===== src/rtl/pipe_ctrl.sv =====
// rtl/pipe_ctrl.sv - central pipeline controller: stall merge, counted multi-cycle EX sequencing, exception flush
//
// Purpose:
//   Merges per-stage stall requests into a 6-bit stall vector (MEM > EX > ID > IF),
//   sequences counted multi-cycle EX operations (e.g. iterative divide), and converts
//   a MEM-stage exception into a single-cycle flush pulse carrying the redirect PC.
//
// Parameters:
//   MC_CYCLES     EX cycles occupied by a counted multi-cycle op (2..64)
//
// Ports:
//   clk           in   1   clock, rising edge
//   rst           in   1   asynchronous active-low reset
//   stallreq_if   in   1   IF stage not ready
//   stallreq_id   in   1   ID load-use hazard
//   stallreq_ex   in   1   EX uncounted stall request
//   stallreq_mem  in   1   MEM stage not ready
//   ex_mc_start   in   1   EX begins a counted multi-cycle op
//   excp_i        in   1   MEM exception this cycle
//   excp_pc_i     in   32  handler PC accompanying excp_i
//   stall         out  6   {WB, MEM/WB, EX/MEM, ID/EX, IF/ID, PC}, 1 = hold
//   flush         out  1   one-cycle registered flush pulse
//   new_pc        out  32  redirect PC, valid while flush=1
//   mc_busy       out  1   counted op in progress
//   mc_done       out  1   counted op result valid in EX this cycle

module pipe_ctrl #(
  parameter int MC_CYCLES = 32
) (
  input  logic        clk,
  input  logic        rst,
  input  logic        stallreq_if,
  input  logic        stallreq_id,
  input  logic        stallreq_ex,
  input  logic        stallreq_mem,
  input  logic        ex_mc_start,
  input  logic        excp_i,
  input  logic [31:0] excp_pc_i,
  output logic [5:0]  stall,
  output logic        flush,
  output logic [31:0] new_pc,
  output logic        mc_busy,
  output logic        mc_done
);

  localparam int CNT_W = $clog2(MC_CYCLES);
  localparam logic [CNT_W-1:0] CNT_LOAD = CNT_W'(MC_CYCLES - 1);

  typedef enum logic [1:0] {
    ST_IDLE  = 2'd0,
    ST_MC    = 2'd1,
    ST_FLUSH = 2'd2
  } state_t;

  state_t            r_state;
  state_t            w_state_nxt;
  logic [CNT_W-1:0]  r_cnt;
  logic [CNT_W-1:0]  w_cnt_nxt;
  logic [31:0]       r_new_pc;
  logic [31:0]       w_new_pc_nxt;
  logic              r_flush;
  logic              r_mc_busy;
  logic              r_mc_done;
  logic              w_cnt_zero;
  logic              w_ex_req;

  assign w_cnt_zero = (r_cnt == '0);

  // A start pulse only counts as an EX request while idle; once counting,
  // the countdown itself holds EX until it reaches zero.
  assign w_ex_req = stallreq_ex
                  | (ex_mc_start && (r_state == ST_IDLE))
                  | ((r_state == ST_MC) && !w_cnt_zero);

  // Stall merge: each deeper request freezes its own stage and everything upstream.
  always_comb begin
    stall = 6'b000000;
    if (r_state != ST_FLUSH) begin
      if (stallreq_mem)     stall = 6'b011111;
      else if (w_ex_req)    stall = 6'b001111;
      else if (stallreq_id) stall = 6'b000111;
      else if (stallreq_if) stall = 6'b000011;
    end
  end

  always_comb begin
    w_state_nxt  = r_state;
    w_cnt_nxt    = r_cnt;
    w_new_pc_nxt = r_new_pc;
    case (r_state)
      ST_IDLE: begin
        if (excp_i) begin
          w_state_nxt  = ST_FLUSH;
          w_cnt_nxt    = '0;
          w_new_pc_nxt = excp_pc_i;
        end else if (ex_mc_start) begin
          w_state_nxt = ST_MC;
          w_cnt_nxt   = CNT_LOAD;
        end
      end
      ST_MC: begin
        if (excp_i) begin
          w_state_nxt  = ST_FLUSH;
          w_cnt_nxt    = '0;
          w_new_pc_nxt = excp_pc_i;
        end else if (!w_cnt_zero) begin
          // The divider runs free, so the countdown ignores MEM backpressure.
          w_cnt_nxt = r_cnt - CNT_W'(1);
        end else if (!stallreq_mem) begin
          w_state_nxt = ST_IDLE;
        end
      end
      ST_FLUSH: begin
        w_state_nxt = ST_IDLE;
      end
      default: begin
        w_state_nxt = ST_IDLE;
        w_cnt_nxt   = '0;
      end
    endcase
  end

  // Status outputs are registered decodes of the next state so they never
  // glitch on state-bit transitions.
  always_ff @(posedge clk or negedge rst) begin
    if (!rst) begin
      r_state   <= ST_IDLE;
      r_cnt     <= '0;
      r_new_pc  <= 32'h0;
      r_flush   <= 1'b0;
      r_mc_busy <= 1'b0;
      r_mc_done <= 1'b0;
    end else begin
      r_state   <= w_state_nxt;
      r_cnt     <= w_cnt_nxt;
      r_new_pc  <= w_new_pc_nxt;
      r_flush   <= (w_state_nxt == ST_FLUSH);
      r_mc_busy <= (w_state_nxt == ST_MC);
      r_mc_done <= (w_state_nxt == ST_MC) && (w_cnt_nxt == '0);
    end
  end

  assign flush   = r_flush;
  assign new_pc  = r_new_pc;
  assign mc_busy = r_mc_busy;
  assign mc_done = r_mc_done;

endmodule


===== config.mk =====
export PLATFORM = sky130hd
export DESIGN_NAME = pipe_ctrl
export DESIGN_NICKNAME = d
export VERILOG_FILES = /design/src/rtl/pipe_ctrl.sv
export SDC_FILE = /design/constraint.sdc
export NUM_CORES = 1
export LEC_CHECK = 0
export ABC_AREA = 1
export BUFFER_PORTS_ARGS = -buffer_cell sky130_fd_sc_hd__buf_4
export CORE_MARGIN = 4
export CORE_UTILIZATION = 52
export CTS_BUF_LIST = sky130_fd_sc_hd__clkbuf_4 sky130_fd_sc_hd__clkbuf_8
export DETAILED_ROUTE_END_ITERATION = 16
export PLACE_DENSITY = 0.87
export SLEW_MARGIN = 20
export SYNTH_ARGS = -nofsm -noshare
export SYNTH_HDL_FRONTEND = slang
export SYNTH_SLANG_ARGS = --single-unit
export TNS_END_PERCENT = 30

===== constraint.sdc =====
create_clock -name clk -period 3.73 [get_ports clk]
set_input_delay 0.746 -clock clk [delete_from_list [all_inputs] [get_ports clk]]
set_output_delay 0.746 -clock clk [all_outputs]
set_load 0.005 [all_outputs]

Word level (Yosys, flattened, before mapping)
Cells that the tools add are included.
Word-level totals
  flip-flop bits (word level): 42
  input port bits: 40
  output and inout bits: 41
  logic and storage cells: 39
Cells by class
  add/sub/neg operators: 1
  equal/unequal tests: 5
  multiplexer cells: 16
  bitwise gates (word level): 2
  reduce and logical (&&, ||, !) cells: 9
Operators by type and width (count)
  $mux 5: 5
  $pmux 5 s3: 1
  $mux 2: 6
  $logic_not 5->1: 2
  $mux 6: 1
  $sub 5x1->5 const B: 1
  $eq 2x1->1 const B: 2
  $eq 2x2->1 const B: 2
  $mux 4: 1
  $pmux 2 s2: 1
  $logic_and 1x1->1: 3
  $mux 3: 1
  $logic_not 2->1: 1
  $ne 2x2->1 const B: 1
  $or 1x1->1: 2
  $reduce_and 2->1: 1
  $reduce_or 2->1: 1
  $logic_not 1->1: 1

Depth between registers and ports, before layout
  depth after elaboration: 7
  gate-level depth with buffers: 10
  gate-level depth less buffers: 10

Worst setup path before layout
No wires, ideal clock.
  kind: register to output
  start point: register r_cnt[0]
  end point: output port stall[1]
  arrival time: 1.358 ns
  required time: 2.984 ns
  setup slack: 1.626 ns
  cell stages (with the launch flop): 9
  path buffers: 1
  path through: dfrtp_1 -> inv_1 -> ha_1 -> nand3_2 -> nand2_1 -> inv_1 -> nor3_2 -> a31oi_1 -> buf_4
Between the ends
  cells in the longest elaborated chain, start to end: 7
Ends and longest elaborated chain
  from (decl): line 57  | logic [CNT_W-1:0] r_cnt;
  from (signal assigned): line 135  | r_cnt <= w_cnt_nxt;
  $logic_not 5->1: line 67  | assign w_cnt_zero = (r_cnt == '0);
  $logic_not 1->1
  $logic_and 1x1->1: line 73  | | ((r_state == ST_MC) && !w_cnt_zero);
  $or 1x1->1: line 73
  $mux 4: line 80  | else if (w_ex_req) stall = 6'b001111;
  $mux 5: line 79  | if (stallreq_mem) stall = 6'b011111;
  $mux 6: line 78  | if (r_state != ST_FLUSH) begin
  to (decl): line 39  | output logic [5:0] stall,
Every way passes these cells.

Final worst setup path
  start point: register r_cnt[0]
  end point: output port stall[0]
The elaborated chain is that of the path after synthesis.

==> impl_metrics.ini <==
[detailed_routing]
firstDrtPassIters = 4
avgRoutedWirePerCell_um = 11.90
detail_route.drc_violations = 0
drt-initial-drc-count = 114
antenna_left = 0
detail_route.wirelength_um = 4226
dr_total_vias = 1657
vias_per_cell = 4.668

[logic_synthesis]
async_flop_share_pct = 100.0
synth_enable_flop_cells = 0
synth-seq-area-share_pct = 56.68
synth_area_per_cell_um2 = 8.027
share_of_synthesized_cell_area_in_and_or_nand_and_nor_gates_pct = 33.13
yosysWarningCount = 0
post_synth_xor_area_fraction_pct = 0
synth_compound_area_share_pct = 1.822
synthesis.nets = 272
synth-adder-area-share_pct = 0.6748
post_synth_num_cell_types = 22
synth-main-ff-cell = sky130_fd_sc_hd__dfrtp_1
syn_area_mm2 = 0.001854
post_synth_inst_count = 231
ys_seq_elements = 42
combinational_family_with_the_most_area_after_synthesis = simple AND/OR/NAND/NOR gates
synth_mux_area_share_pct = 0

[worst_setup_path]
cp_max_fo = 6
critical_path_arrival_ps = 1850
cp_cell_sequence = inv_1 > ha_1 > nand3_2 > nand2_1 > inv_1 > nor3_2 > a31oi_1 > buf_4
worst-r2r-cell-count = 9
cp_data_required_time_ps = 2980
register_to_register_path_setup_slack_ps = 1870
cpLargestDelayFamily = simple AND/OR/NAND/NOR gates
worstSetupStartpointType = register
worstSetupPathType = reg2out
crit_path_top_delay_cell = sky130_fd_sc_hd__dfrtp_1
r2r_start = r_state[1]
crit-reg2reg-capture = mc_done
worst_path_bufs_invs = 3
cp_slowest_stage_delay_ps = 390
worstSetupEndpointType = output pin
crit_path_frequent_cell = sky130_fd_sc_hd__inv_1

[sta]
rsz0062_at_grt = no
clock_skew_ps = 6.572
timing.max_slew.rel_slack_pct = 64.68
timing_max_transition_violations_final = 0
worst_pin_slew_ps = 529.1
finalHoldViolations = 0
setup_ws_ps = 1131
clock.fmax_mhz = 384.7
setup_viol = 0
fin_crit_sh_pct = 69.69
totalNegativeSetupSlack_ps = 0
minimum_clock_period_ps = 2599

[clocking]
cts_made_buffers = 5
cts_tree = yes
max-clock-path-buffers = 2
cts.repair.resized = 0
cts-root-buf = sky130_fd_sc_hd__clkbuf_4
postCtsSetupBuffers = 0
cts-hold-fix-buffers = 0
clock_insertion_delay_at_the_later_pin_of_the_skew_report_ps = 340
ctsHtreeMaxLevel = 2
cts_num_sinks = 42
cts.reportedPaths.clkPinSlew_ps = 130

[global_routing]
grt_first_pass_wirelength_um = 6920
congestion_overflow_gr = 0
number_of_global_route_vias_before_repair = 1650
global_route.usage.total_pct = 20.06
grt_antenna_before_repair = 0
grt_start_max_net_pins = 43

[pwr]
powerDensity_mw_per_mm2 = 414.9
power.static_leakage_nw = 1.503
worst_supply_voltage_drop_on_vdd_uv = 263.4
p_comb_share_pct = 25.3
fin_total_pwr_mw = 1.042
power.internal_mw = 0.7377
sw_frac_of_total_pct = 29.22
netSwitchingPower_mw = 0.3046
p_clk_share_pct = 22.1
power.sequential.fraction_pct = 52.6

[finish]
post_route_cells_drive_above_1_share_pct = 32.69
flow.area_growth_from_synthesis_pct = 35.49
nets = 349
antenna_cells_inserted = 0
post-route-cell-area_mm2 = 0.002512
filler_cell_count = 265

[placement]
io_buffer_count = 79
gp_congestion = 0.9154
dp_worst_setup_slack_ps = 1494
dpl-instance-area_mm2 = 0.002449
hpwl_um = 3170

[die]
core_area_mm2 = 0.003390
die_w_um = 67.72
num_io_pins = 81
dieHeight_um = 67.72
die_area_mm2 = 0.004585
starting_utilization_of_the_core_area_pct = 54.71
row_count = 21

[outcome]
outcome = finished clean

[run]
timing.max_cap.violations = 0

[hold_path]
min-delay-path-class = in2async
[worst max-delay path by stage]
stage	from	cells after the start	end
CTS	r_cnt[0]	8	stall[0]
global route	r_cnt[0]	8	stall[0]
floorplan	r_cnt[0]	8	stall[1]
detailed placement	ex_mc_start	6	stall[0]
finish	r_cnt[0]	8	stall[0]
global placement	ex_mc_start	6	stall[0]
[metrics by stage]
step,hold WS (ps),instances,util (%)
3_5_place_dp,465.8,347,72.24
2_1_floorplan,450.4,231,-
6_report,365.3,355,74.12
5_1_grt,384.7,355,74.12
4_1_cts,367.6,355,74.12
3_3_place_gp,463.3,347,72.24
[layer usage]
metal	track usage (%)	part of all wire, %
met1	23.71	41
met2	34.99	52
met3	3.993	5.0
met4	8.861	1.8
met5	0	0
[cell usage after synthesis (2+ instances only)]
master,n,share of area [%]
sky130_fd_sc_hd__nand2_1,120,24
sky130_fd_sc_hd__dfrtp_1,42,57
sky130_fd_sc_hd__inv_1,19,3.8
sky130_fd_sc_hd__nor2_1,12,2.4
sky130_fd_sc_hd__buf_2,6,1.6
sky130_fd_sc_hd__nand3_1,6,1.6
sky130_fd_sc_hd__nand2_2,4,1.3
sky130_fd_sc_hd__a21oi_1,3,0.81
sky130_fd_sc_hd__inv_2,3,0.61
sky130_fd_sc_hd__nor2_2,3,1.0
sky130_fd_sc_hd__buf_4,2,0.81
[state kept, by name (all words and copies together) (netlist names)]
register and flops:
new_pc 32, r_cnt 5, r_state 2, flush 1, mc_busy 1, mc_done 1
[layout make-up]
cell class | count | area (um^2) | share of cell area, %
multi-input cells | 158 | 664.4 | 26.44
repair buffers | 79 | 593.1 | 23.61
inverters | 22 | 82.58 | 3.287
clock inverters | 2 | 12.51 | 0.4980
flip-flops and latches | 42 | 1051 | 41.83
well taps | 46 | 57.56 | 2.291
clock buffers | 6 | 51.30 | 2.042
[placed cells by master, fill, tap and decap left out]
master / count
sky130_fd_sc_hd__dfrtp_1: 42
sky130_fd_sc_hd__a31oi_1: 1
sky130_fd_sc_hd__nand3_1: 6
sky130_fd_sc_hd__ha_1: 1
sky130_fd_sc_hd__or2_2: 1
sky130_fd_sc_hd__nand3b_1: 1
sky130_fd_sc_hd__clkinv_2: 1
sky130_fd_sc_hd__o21ai_0: 1
sky130_fd_sc_hd__nor3_2: 1
sky130_fd_sc_hd__buf_4: 79
sky130_fd_sc_hd__nand2_2: 4
sky130_fd_sc_hd__nand2_1: 120
sky130_fd_sc_hd__nand3_2: 1
sky130_fd_sc_hd__inv_2: 3
sky130_fd_sc_hd__clkbuf_4: 5
sky130_fd_sc_hd__nor2_2: 3
sky130_fd_sc_hd__a21oi_1: 3
sky130_fd_sc_hd__nand2_4: 1
sky130_fd_sc_hd__o21a_1: 1
sky130_fd_sc_hd__clkbuf_8: 1
sky130_fd_sc_hd__clkinvlp_4: 1
sky130_fd_sc_hd__nor2_1: 12
sky130_fd_sc_hd__conb_1: 1
sky130_fd_sc_hd__inv_1: 19
[logic make-up (layout without fill, tap and decap cells)]
family	Yosys count	in the layout
adders and majority gates	1	1
DFF	42	42
and+or+nand+nor	150	150
AOI/OAI and AO/OA	6	6
other	1	1
buffers and inverters	31	109
[power by group through the flow]
stage / logic (mW) / registers [mW] / clock network, mW
global placement: 0.260 / 0.555 / 0
detailed placement: 0.267 / 0.555 / 0
floorplan: 0.122 / 0.555 / 0
global route: 0.297 / 0.556 / 0.259
CTS: 0.268 / 0.548 / 0.238
finish: 0.264 / 0.548 / 0.231
Note: power is estimated with default switching activity, not from simulation.
